### config.mk
export PLATFORM = sky130hd
export DESIGN_NAME = bnn_load_ctrl
export DESIGN_NICKNAME = d
export VERILOG_FILES = /design/src/rtl/bnn_load_ctrl.sv
export SDC_FILE = /design/constraint.sdc
export NUM_CORES = 1
export LEC_CHECK = 0
export ABC_AREA = 1
export CAP_MARGIN = 5
export CORE_UTILIZATION = 51
export CTS_CLUSTER_SIZE = 28
export DETAILED_ROUTE_END_ITERATION = 10
export PLACE_DENSITY = 0.8
export SYNTH_ARGS = -nofsm -noshare
export SYNTH_HDL_FRONTEND = slang
export SYNTH_SLANG_ARGS = --single-unit
### constraint.sdc
create_clock -name clk -period 3.3 [get_ports clk]
set_input_delay 0.66 -clock clk [delete_from_list [all_inputs] [get_ports clk]]
set_output_delay 0.66 -clock clk [all_outputs]
set_load 0.1 [all_outputs]
### src/rtl/bnn_load_ctrl.sv
// bnn_load_ctrl: streams a pixel/weight image into the BNN register file, then runs one inference.
// Optional watchdog on SYNC_WAIT/INFER enabled by defining BNN_LOAD_TIMEOUT_EN.
module bnn_load_ctrl #(
    parameter int N_PIX    = 784,
    parameter int N_WT     = 72,
    parameter int SYNC_LAT = 2,
    parameter int TIMEOUT  = 1023
) (
    input  logic       clk,
    input  logic       reset,
    input  logic       start,
    input  logic       in_valid,
    input  logic       in_pix,
    input  logic       in_wt,
    output logic       in_ready,
    output logic       regs_reset_n,
    output logic       en_wr,
    output logic       d_in_p,
    output logic       d_in_w,
    input  logic       regs_load_done,
    output logic       infer_start,
    input  logic       infer_done,
    input  logic [3:0] infer_class,
    output logic       result_valid,
    output logic [3:0] result_class,
    input  logic       result_ack,
    output logic       busy,
    output logic       err
);
    typedef enum logic [2:0] {IDLE, CLEAR, LOAD, DRAIN, SYNC_WAIT, INFER, RESULT} state_t;
    state_t            state;
    logic [9:0]        cnt;
    logic [SYNC_LAT:0] wr_dly;
    logic              accept;
    logic              expired;
    assign accept = in_valid && in_ready;
    // Write strobe trails the registered data by SYNC_LAT cycles, one slot per cycle.
    assign en_wr  = wr_dly[SYNC_LAT];
`ifdef BNN_LOAD_TIMEOUT_EN
    localparam int TW = $clog2(TIMEOUT + 1);
    logic [TW-1:0] tmr;
    assign expired = (tmr == TW'(TIMEOUT - 1));
    // Restarts on entry to SYNC_WAIT (from DRAIN) and on entry to INFER.
    always_ff @(posedge clk or posedge reset) begin
        if (reset)
            tmr <= '0;
        else
            tmr <= ((state != SYNC_WAIT && state != INFER) || (state == SYNC_WAIT && regs_load_done))
                   ? '0 : tmr + TW'(1);
    end
`else
    assign expired = 1'b0;
`endif
    always_ff @(posedge clk or posedge reset) begin
        if (reset) begin
            state        <= IDLE;
            cnt          <= '0;
            wr_dly       <= '0;
            in_ready     <= 1'b0;
            d_in_p       <= 1'b0;
            d_in_w       <= 1'b0;
            infer_start  <= 1'b0;
            result_valid <= 1'b0;
            result_class <= '0;
            busy         <= 1'b0;
            err          <= 1'b0;
            regs_reset_n <= 1'b0;
        end else begin
            wr_dly       <= (wr_dly << 1) | (SYNC_LAT + 1)'(accept);
            infer_start  <= 1'b0;
            regs_reset_n <= 1'b1;
            if (accept) begin
                d_in_p <= in_pix;
                d_in_w <= (cnt < 10'(N_WT)) && in_wt;
            end
            case (state)
                IDLE: if (start) begin
                    state        <= CLEAR;
                    err          <= 1'b0;
                    busy         <= 1'b1;
                    regs_reset_n <= 1'b0;
                end
                CLEAR: begin
                    state    <= LOAD;
                    cnt      <= '0;
                    in_ready <= 1'b1;
                end
                LOAD: begin
                    if (regs_load_done) err <= 1'b1;
                    if (accept) begin
                        cnt <= cnt + 10'd1;
                        if (cnt == 10'(N_PIX - 1)) begin
                            in_ready <= 1'b0;
                            cnt      <= '0;
                            state    <= DRAIN;
                        end
                    end
                end
                DRAIN: if (cnt == 10'(SYNC_LAT)) state <= SYNC_WAIT;
                       else cnt <= cnt + 10'd1;
                SYNC_WAIT: if (regs_load_done) begin
                    infer_start <= 1'b1;
                    state       <= INFER;
                end else if (expired) begin
                    err   <= 1'b1;
                    busy  <= 1'b0;
                    state <= IDLE;
                end
                // A result_ack coinciding with infer_done is not seen here, so it is dropped.
                INFER: if (infer_done) begin
                    result_class <= infer_class;
                    result_valid <= 1'b1;
                    state        <= RESULT;
                end else if (expired) begin
                    err   <= 1'b1;
                    busy  <= 1'b0;
                    state <= IDLE;
                end
                RESULT: if (result_ack) begin
                    result_valid <= 1'b0;
                    busy         <= 1'b0;
                    state        <= IDLE;
                end
                default: state <= IDLE;
            endcase
        end
    end
endmodule
## After elaboration in Yosys (flattened, before gate mapping)

Cells that the tools add are included.

| word-level totals | value |
|---|---|
| bits in registers | 28 |
| latch bits | 0 |
| RAM bits | 0 |
| ROM bits | 0 |
| input bits | 13 |
| output and inout port bits | 13 |
| logic and storage cells | 74 |
| memories | 0 |

| operators by class | value |
|---|---|
| $add $sub $neg | 1 |
| multipliers | 0 |
| div/mod/pow operators | 0 |
| magnitude comparators | 1 |
| eq/ne operators | 17 |
| shifts and indexed selects | 0 |
| muxes and demuxes | 27 |
| bitwise operators | 1 |
| reduce and logical (&&, ||, !) cells | 15 |

Operators by type and width:

| operator | number |
|---|---|
| 10-bit 2-to-1 mux | 3 |
| 10-bit case mux with 3 select lines | 1 |
| 3-bit 2-to-1 mux | 7 |
| 3-bit case mux with 7 select lines | 1 |
| 2-bit != test (second input constant) | 9 |
| 3-bit AND reduction | 5 |
| 1-bit 2-to-1 mux | 11 |
| 10-bit by 1-bit adder with 10-bit output (second input constant) | 1 |
| 10-bit == test (second input constant) | 1 |
| 10-bit by 2-bit == test with 1-bit output (second input constant) | 1 |
| 10-bit by 7-bit less-than comparator with 1-bit output (second input constant) | 1 |
| 3-bit == test (second input constant) | 3 |
| 1-bit case mux with 2 select lines | 4 |
| 2-bit nonzero test | 4 |
| 7-bit AND reduction | 1 |
| 3-bit by 2-bit == test with 1-bit output (second input constant) | 2 |
| 3-bit by 1-bit == test with 1-bit output (second input constant) | 1 |
| 3-bit logical NOT | 1 |
| 3-bit by 1-bit bitwise OR with 3-bit output | 1 |
| 3-bit nonzero test | 1 |
| 1-bit logical AND | 2 |
| 2-bit AND reduction | 1 |

## Depth between registers and ports, before layout

| depth | value |
|---|---|
| word-level depth | 4 |
| depth in mapped cells | 11 |
| gate-level depth less buffers | 11 |

## Worst setup path after synthesis

Ideal clock, no wire load.

| path | value |
|---|---|
| kind | register to register |
| start point | register in_ready |
| end point | register cnt[2] |
| setup time | 0.123 ns |
| arrival time | 1.741 ns |
| data required time | 3.177 ns |
| path slack | 1.436 ns |
| cell stages (with the launch flop) | 9 |
| buffers on the path | 1 |
| period minus slack after synthesis | 1.864 ns |
| path through | dfrtp_1 nand2_1 inv_1 nor2_2 nor2_8 nand2_4 buf_6 nand2_1 o21ai_1 |

| between the ends | value |
|---|---|
| longest elaborated chain between the ends | 3 |

RTL lines:

| what | RTL line | source |
|---|---|---|
| from (decl) | 15 | `output logic in_ready,` |
| from (signal assigned) | 59 | `in_ready <= 1'b0;` |
| from (signal assigned) | 86 | `in_ready <= 1'b1;` |
| from (signal assigned) | 93 | `in_ready <= 1'b0;` |
| 1-bit logical AND | 36 | `assign accept = in_valid && in_ready;` |
| via accept | 34 | `logic accept;` |
| 2-bit != test (no line) | n/a |  |
| 3-bit AND reduction (no line) | n/a |  |
| to (signal assigned) | 91 | `cnt <= cnt + 10'd1;` |
| to (signal assigned) | 100 | `else cnt <= cnt + 10'd1;` |
| to (decl) | 32 | `logic [9:0] cnt;` |

The timed path passes the listed nets, and every way through them passes these cells.
A chain may end at the register's enable or synchronous reset.

## Worst setup path after layout

| path | value |
|---|---|
| start point | input port in_valid |
| end point | register cnt[3] |

| between the ends | value |
|---|---|
| longest elaborated chain between the ends | 3 |

RTL lines:

| what | RTL line | source |
|---|---|---|
| from (decl) | 12 | `input logic in_valid,` |
| 1-bit logical AND | 36 |  |
| via accept | 34 |  |
| 2-bit != test (no line) | n/a |  |
| 3-bit AND reduction (no line) | n/a |  |

The timed path passes the listed nets, and every way through them passes these cells.

==> results.tsv <==
metric	value	unit
fp.dieH	56.73	um
port_buffers	25	
ios	26	
syn_area	1528	um2
gp_congestion	0.8538	
dp_hpwl	2.311	mm
r2r_cells	9	
route.detailed.drc	4	
required	3540	ps
seq_power_share	28.8	%
grt_max_degree	29	
worstPathMaxFanout	11	
grt_pass1_wl	5.340	mm
reg2reg_setup_slack	1650	ps
internal_power	0.7793	mW
rsz0062_at_grt	false	
cts_buffer_depth	2	
finalCritPeriodShare	52.08	%
cts.clk_slew.worst_paths	160	ps
skew	7.610	ps
cts_sinks	28	
numCtsBuffers	3	
root_buffer	clkbuf_4	
hold_viol_final	0	
clkPwrFrac	9.4	%
antenna_found_initial	0	
p_sw_share	57.50	%
synthToLayoutAreaGrowth	18.43	%
peakVddDrop	0.0008252	V
min-delay-path-class	reg -> reg	
nNetsFinal	237	
worst_pin_slew	350.3	ps
cts_setup_buffers	0	
status	complete, but fails checks	
core_area	2805	um2
worstReg2RegStart	cnt[0]$_DFFE_PP0P_	
start_util	54.46	%
critPathArrivalTime	1960	ps
pwr-share-comb	61.8	%
placed_area	1773	um2
drtIter0Drc	35	
clk_latency	340	ps
drt_wl_total	3.013	mm
start_kind	input port	
fin_tns_setup	0	ps
avgRoutedWirePerCell	11.96	um
vias_per_cell	5.135	
yosys-top-cells-area	dfrtp_1 (46%), nand2_1 (16%), inv_1 (6.1%)	
end_kind	flip-flop	
synth_nets	208	
grt_pass1_vias	1244	
violations	DRC	
overflow	0	
max-cap-violations	0	
finalCriticalPeriod	1719	ps
criticalPathCategory	in -> reg	
finalMaxSlewViolations	0	
ys_warn_count	0	
maxSlewHeadroom	76.64	%
drive_gt1_share	14.93	%
fmax	581.8	MHz
yosysUniqueCellTypes	24	
p_leak	0.9101	nW
hp-start	wr_dly[0]$_DFF_PP0_	
min_path_cells	0	
yosysSeqAreaShare	45.86	%
cts_resized	0	
grt_util_all_layers	21.59	%
hold_end	wr_dly[1]$_DFF_PP0_	
powerDensity	1013	nW/um2
switching_power	1.054	mW
firstDrtPassIters	7	
drtAntennaViolNets	0	
synth_top_cell_area_share	45.86	%
vias	1294	
syn_inst	193	
diodes	0	
cts_tree	done	
die_w	56.73	um
h-tree-depth	1	
ys_ff_latch	28	
dieArea	3218	um2
yosys.area.top_type	dfrtp_1	
std_cell_rows	19	
final_area	1809	um2
r2r_end	cnt[3]$_DFFE_PP0P_	
synth_area_per_cell	7.916	um2
setup_viol	0	
postCtsHoldBufs	0	
==> metal layers <==
metal	share of wire, %	wire, um	vias up	GRT usage [%]
met4	2.0	60	0	10.80
met3	2.9	88	5	2.765
li1	-	-	670	-
met2	47	1421	22	35.88
met5	0	0	-	0
met1	48	1442	597	27.64
==> placed cells by master (no fill, tap or decap) <==
| cell type | count |
|---|---|
| o21ai_0 | 8 |
| clkbuf_4 | 3 |
| o211ai_1 | 2 |
| nor2_8 | 1 |
| nand4_1 | 4 |
| xor2_1 | 3 |
| buf_4 | 14 |
| clkbuf_8 | 1 |
| a31oi_1 | 1 |
| ha_1 | 2 |
| inv_1 | 25 |
| nor2_2 | 2 |
| nor3_1 | 2 |
| nor2_1 | 15 |
| clkdlybuf4s50_1 | 12 |
| nor2_4 | 2 |
| nand2_1 | 64 |
| mux2_2 | 4 |
| dfrtp_1 | 28 |
| nand2_4 | 1 |
| nand3_1 | 14 |
| o21ai_1 | 3 |
| nand3_4 | 2 |
| o31ai_1 | 1 |
| a21oi_1 | 4 |
| inv_2 | 3 |
==> cell usage after synthesis (all sizes together) <==
cell type and instances:
buf 2, ha 2, a31oi 1, xor2 3, nand2 65, o21ai 11, mux2 4, o211ai 2
nor2 20, nand4 4, nor3 2, a21oi 4, dfrtp 28, o31ai 1, nand3 16, inv 28
==> cell type report <==
cell class | instances | area, um2
inverters | 28 | 105.1
fillers | 249 | 996.0
multi-input cells | 135 | 703.2
well taps | 31 | 38.79
clock buffers | 4 | 36.28
repair buffers | 26 | 225.2
flip-flops and latches | 28 | 700.7
==> state kept, by name, summed over array words and instances, names as in the netlist, 3 cells and up <==
name	flops
cnt	10
result_class	4
state	3
wr_dly	3
==> logic make-up (layout without fill, tap and decap cells) <==
family | after synthesis | after routing | share of synthesized area (%)
DFF | 28 | 28 | 45.86
muxes | 4 | 4 | 2.948
AOI/OAI and AO/OA | 19 | 19 | 6.798
adders and majority gates | 2 | 2 | 1.638
buffers and inverters | 30 | 58 | 8.108
and+or+nand+nor | 107 | 107 | 32.92
xor gates and xnor gates | 3 | 3 | 1.720
==> power groups by stage <==
stage | clock (mW) | sequential, mW | combinational (mW)
floorplan | 0 | 1.02 | 0.451
global placement | 0 | 0.529 | 1.12
detailed placement | 0 | 0.536 | 1.14
CTS | 0.176 | 0.528 | 1.14
global route | 0.191 | 0.543 | 1.21
finish | 0.172 | 0.528 | 1.13
==> worst max-delay path by stage <==
stage,depth (start not counted),from,to
floorplan,8,in_ready$_DFFE_PP0P_,cnt[2]$_DFFE_PP0P_
global placement,9,in_valid,cnt[0]$_DFFE_PP0P_
detailed placement,9,in_valid,cnt[3]$_DFFE_PP0P_
CTS,9,in_valid,cnt[3]$_DFFE_PP0P_
global route,8,in_valid,cnt[3]$_DFFE_PP0P_
finish,9,in_valid,cnt[3]$_DFFE_PP0P_
==> critical path, stage by stage <==
cell and delay, ps:
clkdlybuf4s50_1 410, nand2_1 100, inv_1 100, nor2_2 220, nor2_8 60, nand2_4 140
inv_1 110, nand2_1 70, o21ai_0 70
==> through the flow <==
step | power, mW | setup slack, ps | utilization (%) | hold WS (ps) | cells
6_report | 1.833 | 1581 | 64.50 | 369.9 | 252
5_1_grt | 1.942 | 1498 | 64.50 | 389.8 | 252
4_1_cts | 1.842 | 1577 | 64.50 | 373.5 | 252
3_5_place_dp | 1.672 | 1199 | 63.20 | 340.3 | 248
3_3_place_gp | 1.644 | 1263 | 63.20 | 345.7 | 248
2_1_floorplan | 1.466 | 1436 | - | 331.2 | 193
Note: power is estimated with default switching activity, not from simulation.
